`src/rtl/fetch_sequencer.sv`:
```
// PC sequencer: merges boot, memory-wait, load-use, ID/EX redirect and optional trap
// sources into PC hold/redirect controls plus flush strobes. Trap path: FETCH_TRAP_REDIRECT_EN.
module fetch_sequencer #(
    parameter int          BOOT_CYCLES  = 2,
    parameter int          DRAIN_CYCLES = 3,
    parameter logic [31:0] TRAP_VECTOR  = 32'h0000_0100
) (
    input  logic        clk,
    input  logic        rst,
    input  logic        imemReady,
    input  logic        loadUseHazard,
    input  logic        idRedirect,
    input  logic [31:0] idTarget,
    input  logic        exRedirect,
    input  logic [31:0] exTarget,
    input  logic        trapReq,
    output logic        isStalled,
    output logic        shouldGoToTarget,
    output logic [31:0] jumpTarget,
    output logic        flushIfId,
    output logic        flushIdEx
);

    localparam int CNT_MAX = (BOOT_CYCLES > DRAIN_CYCLES) ? BOOT_CYCLES : DRAIN_CYCLES;
    localparam int CNT_W   = (CNT_MAX > 1) ? $clog2(CNT_MAX) : 1;

    typedef enum logic [1:0] {
        BOOT  = 2'd0,
        RUN   = 2'd1,
        HOLD  = 2'd2
`ifdef FETCH_TRAP_REDIRECT_EN
        , DRAIN = 2'd3
`endif
    } state_t;

    state_t             state, state_next;
    logic [CNT_W-1:0]   cnt, cnt_next;
    logic [31:0]        pending, pending_next;

`ifndef FETCH_TRAP_REDIRECT_EN
    logic unused_trap;
    assign unused_trap = trapReq ^ (^TRAP_VECTOR);
`endif

    // NOTE: state registers use non-blocking assignments so every flop samples pre-edge values.
    always_ff @(posedge clk or negedge rst) begin
        if (!rst) begin
            state   <= BOOT;
            cnt     <= CNT_W'(BOOT_CYCLES - 1);
            pending <= 32'h0;
        end else begin
            state   <= state_next;
            cnt     <= cnt_next;
            pending <= pending_next;
        end
    end

    // NOTE: every output and next-state signal gets a default first, so no path infers a latch.
    always_comb begin
        state_next       = state;
        cnt_next         = cnt;
        pending_next     = pending;
        isStalled        = 1'b0;
        shouldGoToTarget = 1'b0;
        jumpTarget       = 32'h0;
        flushIfId        = 1'b0;
        flushIdEx        = 1'b0;

        case (state)
            BOOT: begin
                isStalled = 1'b1;
                flushIfId = 1'b1;
                flushIdEx = 1'b1;
                if (cnt == '0) state_next = RUN;
                else           cnt_next   = cnt - CNT_W'(1);
            end

            RUN: begin
`ifdef FETCH_TRAP_REDIRECT_EN
                if (trapReq) begin
                    isStalled  = 1'b1;
                    flushIfId  = 1'b1;
                    flushIdEx  = 1'b1;
                    cnt_next   = CNT_W'(DRAIN_CYCLES - 1);
                    state_next = DRAIN;
                end else
`endif
                if (exRedirect || idRedirect) begin
                    // EX outranks ID; only an EX redirect also kills the ID/EX stage.
                    flushIfId = 1'b1;
                    flushIdEx = exRedirect;
                    if (imemReady) begin
                        shouldGoToTarget = 1'b1;
                        jumpTarget       = exRedirect ? exTarget : idTarget;
                    end else begin
                        isStalled    = 1'b1;
                        pending_next = exRedirect ? exTarget : idTarget;
                        state_next   = HOLD;
                    end
                end else if (loadUseHazard) begin
                    isStalled = 1'b1;
                    flushIdEx = 1'b1;
                end else if (!imemReady) begin
                    isStalled = 1'b1;
                    flushIfId = 1'b1;
                end
            end

            HOLD: begin
                isStalled = 1'b1;
                flushIfId = 1'b1;
`ifdef FETCH_TRAP_REDIRECT_EN
                if (trapReq) begin
                    pending_next = 32'h0;
                    cnt_next     = CNT_W'(DRAIN_CYCLES - 1);
                    state_next   = DRAIN;
                end else
`endif
                if (imemReady) begin
                    shouldGoToTarget = 1'b1;
                    jumpTarget       = pending;
                    state_next       = RUN;
                end
            end

`ifdef FETCH_TRAP_REDIRECT_EN
            DRAIN: begin
                isStalled = 1'b1;
                flushIfId = 1'b1;
                if (cnt != '0) begin
                    cnt_next = cnt - CNT_W'(1);
                end else if (imemReady) begin
                    shouldGoToTarget = 1'b1;
                    jumpTarget       = TRAP_VECTOR;
                    state_next       = RUN;
                end else begin
                    pending_next = TRAP_VECTOR;
                    state_next   = HOLD;
                end
            end
`endif

            default: begin
                isStalled  = 1'b1;
                flushIfId  = 1'b1;
                flushIdEx  = 1'b1;
                cnt_next   = CNT_W'(BOOT_CYCLES - 1);
                state_next = BOOT;
            end
        endcase
    end

endmodule

```
`config.mk`:
```
export PLATFORM = sky130hd
export DESIGN_NAME = fetch_sequencer
export DESIGN_NICKNAME = d
export VERILOG_FILES = /design/src/rtl/fetch_sequencer.sv
export SDC_FILE = /design/constraint.sdc
export NUM_CORES = 1
export LEC_CHECK = 0
export ABC_AREA = 0
export CELL_PAD_IN_SITES_DETAIL_PLACEMENT = 1
export CELL_PAD_IN_SITES_GLOBAL_PLACEMENT = 1
export CORE_UTILIZATION = 30
export DETAILED_ROUTE_END_ITERATION = 6
export GPL_ROUTABILITY_DRIVEN = 0
export PLACE_DENSITY = 0.73
export SLEW_MARGIN = 20
export SYNTH_ARGS = -nofsm -noshare
export SYNTH_HDL_FRONTEND = slang
export SYNTH_SLANG_ARGS = --single-unit
```
`constraint.sdc`:
```
create_clock -name clk -period 3.55 [get_ports clk]
set_input_delay 0.71 -clock clk [delete_from_list [all_inputs] [get_ports clk]]
set_output_delay 0.71 -clock clk [all_outputs]
set_load 0.01 [all_outputs]
```
### Yosys cells after proc, flatten, opt, wreduce, memory -nomap -nowiden

Cells that the tools add are included.

* bits in registers: 36
* bits in latches: 0
* RAM bits: 0
* ROM bits: 0
* input port bits: 71
* output and inout port bits: 36
* memories: 0

* add/sub/neg operators: 1
* multiply operators: 0
* divide/modulo/power cells: 0
* order comparisons: 0
* equality and inequality tests: 7
* shift operators: 0
* mux-type cells: 25
* bitwise gates (word level): 2
* reduce and logical (&&, ||, !) cells: 7

Operators by type and width (number)
* $mux 32: 4
* $pmux 32 s2: 1
* $mux 1: 11
* $mux 2: 5
* $ne 2x2->1 const B: 5
* $pmux 2 s3: 1
* $logic_not 2->1: 2
* $pmux 1 s2: 2
* $pmux 2 s2: 1
* $reduce_and 4->1: 1
* $reduce_and 3->1: 1
* $eq 2x1->1 const B: 1
* $eq 2x2->1 const B: 1
* $not 1->1: 2
* $reduce_and 2->1: 1
* $reduce_or 2->1: 1
* $sub 2x1->2 const B: 1
* $logic_or 1x1->1: 1

### Logic depth before layout (Yosys ltp)

Gate-level depths: netlist (run 1).

* word-level depth: 4
* gate-level depth with buffers: 7
* gate-level depth less buffers: 5

### Least setup slack after synthesis (run 1)

No wires, ideal clock.

* path kind: input-to-output
* start: input exRedirect
* end: output jumpTarget[11]
* arrival: 1.575 ns
* data required time: 2.840 ns
* slack: 1.265 ns
* stages: 5
* buffers on the path: 2
* cell sequence: buf_6 > buf_4 > mux2i_1 > o2bb2ai_1 > and2_1

* cells in the longest elaborated chain, start to end: 4
* elaborated cells on any way between the ends: 5
* those cells by class: mux (4); reduce/logical (1)

Ends and longest elaborated chain
* from (decl): RTL line 14 `input logic exRedirect,`
* $mux 32: RTL line 94 `jumpTarget = exRedirect ? exTarget : idTarget;`
* $mux 32: RTL line 92 `if (imemReady) begin`
* $mux 32 (*): RTL line 88 `if (exRedirect || idRedirect) begin`
* $pmux 32 s2 (*): RTL line 69 `case (state)`
* to (decl): RTL line 19 `output logic [31:0] jumpTarget,`

Every way passes the cells marked *; elsewhere a longest branch is shown, timed or not.

### Worst setup path after layout (run 1)

* start: input imemReady
* end: output jumpTarget[11]

* cells in the longest elaborated chain, start to end: 3
* elaborated cells on any way between the ends: 4
* those cells by class: mux (4)

Ends and longest elaborated chain
* from (decl): RTL line 10 `input logic imemReady,`
* $mux 32: RTL line 92
* $mux 32: RTL line 88
* $pmux 32 s2 (*): RTL line 69

Marks and branches as above.

==> results of run 1 <==
[flip-flops by register name, indices dropped and copies added, names as in the netlist]
register,count
pending,32
cnt,2
state,2
[cell families (layout without fill, tap and decap cells)]
group / count (synthesis) / in the layout
adder cells (fa/ha/maj): 4 / 4
flip-flops: 36 / 36
multiplexers: 34 / 34
buffers and inverters: 32 / 126
AO/OA/AOI/OAI: 109 / 109
AND/OR/NAND/NOR: 42 / 42
[layer usage]
layer | share of wire [%] | GRT usage, %
met5 | 0 | 0
met4 | 0.68 | 3.462
met3 | 6.5 | 3.784
met2 | 49 | 30.80
met1 | 44 | 20.70
[cell usage after synthesis]
master     count  area [sq um]
inv_1          7         26.28
a211o_1        1         8.760
nor2_1         3         11.26
a211oi_1       1         7.510
nor2b_1        2         12.51
buf_2          2         10.01
and2_1        33         206.5
o311ai_0       1         8.760
o211ai_2       1         12.51
o2bb2ai_1     32         280.3
clkbuf_1      10         37.54
buf_4          9         67.56
a21oi_1        3         15.01
nand2_1        2         7.510
o21ai_0       35         175.2
a22oi_1        1         7.510
a21boi_0       1         7.510
o211ai_1       1         7.510
mux2_2         1         11.26
nor3_1         1         5.000
o21ai_2       30         262.8
or2_4          1         8.760
buf_6          4         45.04
dfstp_2        1         26.28
o21bai_4       1         18.77
o32ai_2        1         16.27
ha_1           4         50.05
mux2i_1       33         330.3
dfrtp_1       35         875.8
[area by class of cell]
class	count	share of cell area, %
clock buffers	7	2.057
well taps	105	3.540
clock inverters	1	0.1349
repair buffers	111	29.60
flip-flops and latches	36	24.31
multi-input cells	189	39.65
inverters	7	0.7080
[worst max-delay path by stage]
stage,startpoint,end
global route,imemReady,jumpTarget[16]
global placement,imemReady,jumpTarget[9]
detailed placement,imemReady,jumpTarget[25]
finish,imemReady,jumpTarget[11]
floorplan,exRedirect,jumpTarget[11]
CTS,imemReady,jumpTarget[20]
[worst max-delay path, stage by stage]
cell and delay [ps]:
clkdlybuf4s50_1 600, and2_1 210, buf_12 210, o2bb2ai_1 130
and2_1 140, clkdlybuf4s50_1 550
[power breakdown]
group	internal [mW]	total, mW	switching [mW]	leakage [nW]
logic	0.491	1.09	0.598	0.990
registers	0.602	0.695	0.0924	0.449
clock network	0.138	0.283	0.145	0.0422
total	1.23	2.07	0.835	1.48
[cell usage in the layout, fill, tap and decap left out]
cell type and instances:
o32ai_2 1, a21oi_1 3, o211ai_1 1, ha_1 4, o311ai_0 1, nor2_1 3
dfrtp_1 35, a21boi_0 1, inv_1 7, mux2i_1 33, clkinv_2 1, nor2b_1 2
a211o_1 1, nand2_1 2, dfstp_2 1, or2_4 1, o21ai_0 35, buf_2 2
a211oi_1 1, o21ai_2 30, and2_1 33, nor3_1 1, o2bb2ai_1 32, buf_12 1
buf_4 5, o21bai_4 1, a22oi_1 1, o211ai_2 1, clkbuf_1 2, clkbuf_8 5
mux2_2 1, clkdlybuf4s50_1 103
==> results.txt, run 1 <==
----------------------------------------------------
[Status]
  Result of the run ... complete, no violations

[Flow run]
  Number of max-capacitance violations reported ... 0

[GRT]
  Number of global-route vias before repair ... 2486
  Global-route usage over all layers ... 17.07%
  Total congestion overflow after global routing ... 0
  Global-route wire length before repair ... 12100 microns
  Initial antenna violation count ... 0
  Maximum number of pins on one net before global-route repair ... 37

[Timing]
  Ratio of final minimum period to clock period ... 92.18%
  Final setup slack of the worst path ... 277.5 ps
  Pins over their slew limit ... 0
  Achievable Freq ... 305.6 MHz
  Number of failing setup endpoints in the final timing report ... 0
  Time the worst path needs with I/O delays and setup ... 3273 ps
  Worst clock skew ... 10.32 ps
  Summed negative setup slack over all endpoints ... 0 ps
  Final hold viol count ... 0
  Worst-margin pin slew ... 937.2 ps
  Unrepaired setup endpoints after global routing ... false
  Max-slew headroom ... 37.45%
  Hold slack final ... 516.8 ps

[Logic synthesis]
  Combinational family with the most area after synthesis ... compound AO/OA/AOI/OAI gates
  Proportion of synthesized area in mux cells ... 13.34%
  Avg Inst Size Synth ... 9.961 sq um
  Number of register bits inferred by synthesis ... 36
  Syn Std Cell Area ... 2560 sq um
  Fraction of the yosys area taken by sequential cells ... 35.24%
  Simple-Gate Fraction of Synth Area ... 9.824%
  Number of warnings printed during yosys synthesis ... 0
  Post-synthesis compound-gate area fraction ... 32.36%
  Synthesized netlist cell count ... 257
  Post-synthesis xor/xnor area fraction ... 0%
  Count of unique library cells instantiated by Yosys ... 29
  Adder and majority cell fraction of the synthesized area ... 1.955%
  Mapped Nets ... 332

[Die]
  Core area ... 8217 sq um
  Starting density of the core ... 31.16%
  Number of placement rows ... 33
  Die ar. ... 8907 sq um
  Boundary Pins ... 107
  Overall die height ... 94.38 microns
  Horizontal die dimension ... 94.38 microns

[Clock network]
  Root buf cell ... clkbuf_8
  Post-CTS Setup Repair Bufs ... 0
  H-tree depth ... 2
  Clock transition at the register clock pins on the worst setup and hold paths after CTS ... 70 ps
  Number of buffers inserted during clock tree synthesis ... 5
  TritonCTS clock tree ... built
  Post-cts sizing count ... 0
  Count of clock tree sinks ... 36
  Post-cts hold buffer count ... 0
  Maximum buffer depth of the clock tree ... 2
  Clock network latency to the later pin of the worst-skew pair ... 290 ps

[Place]
  Dpl cell area ... 3630 sq um
  Number of buffers inserted by port buffering ... 105
  Half-perimeter wire length after detailed placement ... 5001 microns
  Number of cells after detailed placement ... 448
  Pre-CTS setup slack ... 272.6 ps

[Cells and area]
  Share of the core filled with cells ... 45.17%
  Final nets ... 425
  Diodes inserted ... 0
  Filler Cell Count ... 919
  Area occupied by registers ... 902.1 sq um
  Multi-input combinational cell area ... 1471 sq um
  Fin cells ... 456
  Share of post-route cells with drive strength above 1 ... 14.25%
  Area added between synthesis and finish ... 44.97%
  Post-route standard cell area excluding fillers ... 3711 sq um

[Critical path]
  End of the worst register-to-register path ... pending[24]
  Reg2Reg Setup Slack ... 1060 ps
  Worst r2r src ... state[1]
  Crit-path max FO ... 32
  Kind of critical path ... input pin to primary output
  Crit end category ... primary output
  Cells on worst reg2reg path ... 5
  Crit path required time ... 2840 ps
  Data arrival time of the critical path ... 2560 ps
  Critical Path Start Type ... input pin

[Route]
  Total routed wirelength ... 7206 microns
  Avg Vias per Cell ... 5.145
  Routed len/inst ... 15.80 microns
  Number of iterations in the first detailed-routing pass ... 4
  DR iter-0 viols ... 53
  Number of vias in the routed layout ... 2346
  DRC violations left ... 0
  Final ANT Viol Nets ... 0

[Power and ir drop]
  Power per unit of standard cell area ... 556.7 nW/um^2
  Overall power ... 2.066 mW
  Leak pwr ... 1.482 nW
  IR Drop Worst-Case VDD ... 0.2452 mV

[Worst hold path]
  Class of the tightest hold or removal check ... input pin to async pin

----------------------------------------------------
Power figures use the tool's default switching activity.
==> run 2, diff against run 1 <==
Settings changed: ABC_AREA 0 to 1, PLACE_DENSITY 0.73 to 0.81, RECOVER_POWER set to 100.
==> run 2 against run 1 <==
The flow now finishes with violations (max-capacitance violations, max-slew violations). Die area is 4.5% lower. Critical path depth rose by 1. Core utilization rose by 2.5 points. Non-clock buffer count rose by 8. Global-route usage rose by 2.5 points. Sequential power up 1%. Clock skew down 6.2 ps. Synthesized cell count rose by 53%. Clock power rose by 40%. Area after synthesis decreased by 4.5%.
==> results.txt, run 2 <==
----------------------------------------------------
[Cells and area]
  Largest register by flop count ... pending
  Most frequent standard cell in the layout excluding fill and tap cells ... nand2_1
  Registers with the most flip-flops ... pending x32, cnt x2, state x2
  Most frequent cells in the layout ... nand2_1, clkdlybuf4s50_1, inv_1, o21ai_0, dfrtp_1
  Number of flip-flops in the largest register ... 32 (unchanged)
  Area added between synthesis and finish ... 52.18%
  Filler Cell Count ... 1009 (+9.8%)
  Share of post-route cells with drive strength above 1 ... 4.225% (-10 points)
  Final nets ... 571 (+34%)
  Diodes inserted ... 0 (unchanged)

[Timing]
  Summed negative setup slack over all endpoints ... 0 ps (unchanged)
  Time the worst path needs with I/O delays and setup ... 3353 ps (+80.07 ps)
  Number of failing setup endpoints in the final timing report ... 0 (unchanged)
  Max-slew headroom ... -34.98% (-72 points)
  Ratio of final minimum period to clock period ... 94.44% (+2.3 points)
  Unrepaired setup endpoints after global routing ... false
  Worst clock skew ... 4.129 ps (-6.188 ps)
  Pins over their slew limit ... 37 (+37)
  Final hold viol count ... 0 (unchanged)
  Achievable Freq ... 298.3 MHz (-2.4%)
  Worst-margin pin slew ... 2025 ps (+1088 ps)

[Clock network]
  TritonCTS clock tree ... built
  Post-cts hold buffer count ... 0 (unchanged)
  Clock network latency to the later pin of the worst-skew pair ... 290 ps (about the same)
  Clock transition at the register clock pins on the worst setup and hold paths after CTS ... 80 ps (about the same)
  Post-cts sizing count ... 0 (unchanged)
  Root buf cell ... clkbuf_8
  Post-CTS Setup Repair Bufs ... 0 (unchanged)
  Maximum buffer depth of the clock tree ... 2 (unchanged)
  Count of clock tree sinks ... 36 (unchanged)
  Number of buffers inserted during clock tree synthesis ... 5 (unchanged)
  H-tree depth ... 2 (unchanged)

[Status]
  Result of the run ... complete, but fails checks
  Violated checks ... max-capacitance violations, max-slew violations

[GRT]
  Initial antenna violation count ... 0 (unchanged)
  Total congestion overflow after global routing ... 0 (unchanged)
  Number of global-route vias before repair ... 3018 (+21%)
  Maximum number of pins on one net before global-route repair ... 37 (unchanged)
  Global-route wire length before repair ... 13480 microns (+11%)
  Global-route usage over all layers ... 19.55% (+2.5 points)

[Critical path]
  Cells on worst reg2reg path ... 6 (+1)
  Reg2Reg Setup Slack ... 1100 ps (+40 ps)
  Critical Path Start Type ... input pin
  Crit-path max FO ... 18 (-44%)
  Data arrival time of the critical path ... 2640 ps (+80 ps)
  Worst r2r src ... state[1]
  Kind of critical path ... input pin to primary output
  End of the worst register-to-register path ... pending[0]
  Crit end category ... primary output
  Crit path required time ... 2840 ps (about the same)

[Power and ir drop]
  Internal Dissipation ... 1.255 mW (+2.0%)
  Proportion of power drawn by flip-flops and latches ... 33.7% (about the same)
  Clock share of power ... 19.0% (+5.3 points)
  Switching fraction of total power ... 39.91% (-0.52 points)
  Overall power ... 2.089 mW (+1.1%)
  Proportion of power drawn by combinational gates ... 47.3% (-5.4 points)
  Switching power summed over all nets ... 833.9 uW (-0.16%)
  Power per unit of standard cell area ... 561.9 nW/um^2 (+0.93%)
  IR Drop Worst-Case VDD ... 0.2248 mV (-8.3%)
  Leak pwr ... 1.756 nW (+19%)

[Logic synthesis]
  Proportion of netlist area held by the largest area contributor ... 35.84% (+1.6 points)
  Fraction of the yosys area taken by sequential cells ... 36.92% (+1.7 points)
  Number of enable-type register cells in the synthesized netlist ... 0 (unchanged)
  Number of warnings printed during yosys synthesis ... 0 (unchanged)
  Dominant cells by area after synthesis ... dfrtp_1, nand2_1, a21oi_1, inv_1, o21ai_0
  Most area-hungry cell type in the Yosys netlist ... dfrtp_1
  Most common flop cell mapped by yosys ... dfrtp_1
  Avg Inst Size Synth ... 6.234 sq um (-37%)
  Syn Std Cell Area ... 2444 sq um (-4.5%)
  Proportion of register bits with asynchronous set or reset after synthesis ... 100.0% (unchanged)
  Most numerous cell in the Yosys netlist ... nand2_1
  Synthesized netlist cell count ... 392 (+53%)
  Commonest cells in the synthesized netlist ... nand2_1, inv_1, dfrtp_1, a21oi_1, o21ai_0
  Number of register bits inferred by synthesis ... 36 (unchanged)
  Count of unique library cells instantiated by Yosys ... 25 (-14%)
  Mapped Nets ... 467 (+41%)

[Die]
  Horizontal die dimension ... 92.25 microns (-2.3%)
  Starting density of the core ... 31.30% (+0.14 points)
  Overall die height ... 92.25 microns (-2.3%)
  Die ar. ... 8510 sq um (-4.5%)
  Core area ... 7807 sq um (-5.0%)
  Number of placement rows ... 32 (-3.0%)
  Boundary Pins ... 107 (unchanged)

[Worst hold path]
  Worst min-delay path startpoint ... cnt[0]
  Number of cells on the worst hold path ... 2
  Class of the tightest hold or removal check ... flip-flop to flip-flop
  Hold worst-path end ... cnt[0]

[Place]
  Number of buffers inserted by port buffering ... 105 (unchanged)
  Half-perimeter wire length after detailed placement ... 6043 microns (+21%)

[Route]
  Total routed wirelength ... 7756 microns (+7.6%)
  Routed len/inst ... 12.95 microns (-18%)
  Number of vias in the routed layout ... 2805 (+20%)
  Final ANT Viol Nets ... 0 (unchanged)
  DR iter-0 viols ... 69 (+30%)
  Number of iterations in the first detailed-routing pass ... 4 (unchanged)
  DRC violations left ... 0 (unchanged)
  Avg Vias per Cell ... 4.683 (-9.0%)

[Flow run]
  Number of max-capacitance violations reported ... 1 (+1)

----------------------------------------------------
run 2: logic make-up after synthesis:
group                      synth area share (%)
and+or+nand+nor                           33.69
DFF                                       36.92
adders and majority gates                 2.048
buffers and inverters                     11.98
AOI/OAI and AO/OA                         15.36
run 2: how the worst max path moves through the flow:
stage | endpoint | slack (ps) | startpoint
global route | jumpTarget[11] | 50 | exRedirect
CTS | jumpTarget[5] | 140 | imemReady
finish | jumpTarget[8] | 200 | exRedirect
floorplan | jumpTarget[0] | 1300 | exRedirect
detailed placement | jumpTarget[17] | 160 | imemReady
global placement | jumpTarget[11] | 190 | imemReady
run 2: power by group through the flow:
stage | Combinational (mW) | Sequential (mW) | Clock [mW]
2_1_floorplan | 0.622 | 0.684 | 0
3_3_place_gp | 1.01 | 0.699 | 0
3_5_place_dp | 1.05 | 0.713 | 0
4_1_cts | 1.06 | 0.706 | 0.408
5_1_grt | 1.13 | 0.730 | 0.429
6_report | 0.987 | 0.705 | 0.397
run 2: through the flow:
| stage | area, sq um | instances | setup slack, ps | util [%] | hold slack, ps |
|---|---|---|---|---|---|
| final | 3719 | 599 | 197.4 | 47.63 | 545.6 |
| after global routing | 3719 | 599 | 49.15 | 47.63 | 569.0 |
| after CTS | 3746 | 599 | 140.2 | 47.98 | 532.2 |
| after detailed placement | 3620 | 591 | 163.4 | 46.36 | 517.6 |
| after global placement | 3620 | 591 | 185.4 | 46.36 | 512.3 |
| after floorplan | 2444 | 392 | 1304 | - | 414.4 |
run 2: cell type report:
cell class	instances	area, sq um	area share (%)
tap	102	127.6	3.432
sequential	36	902.1	24.26
timing repair buffer	119	1162	31.26
inverter	44	165.2	4.441
clock inverter	1	30.03	0.8075
multi-input combinational	290	1235	33.21
clock buffer	7	96.34	2.591
run 2: worst max-delay path, cell delays in order:
cell and delay, ps:
clkdlybuf4s50_1 610, nor2_1 120, nor2_2 120, buf_4 240, nand2_1 80, a21oi_1 110
dlygate4sd3_1 650
run 2: routing by layer:
layer / share of wire [%] / wire length [microns] / vias to the layer above / GRT usage (%)
li1: - / - / 1405 / -
met1: 42 / 3279 / 1313 / 22.72
met2: 49 / 3780 / 82 / 35.70
met3: 8.5 / 657 / 5 / 6.385
met4: 0.50 / 39 / 0 / 2.344
met5: 0 / 0 / - / 0
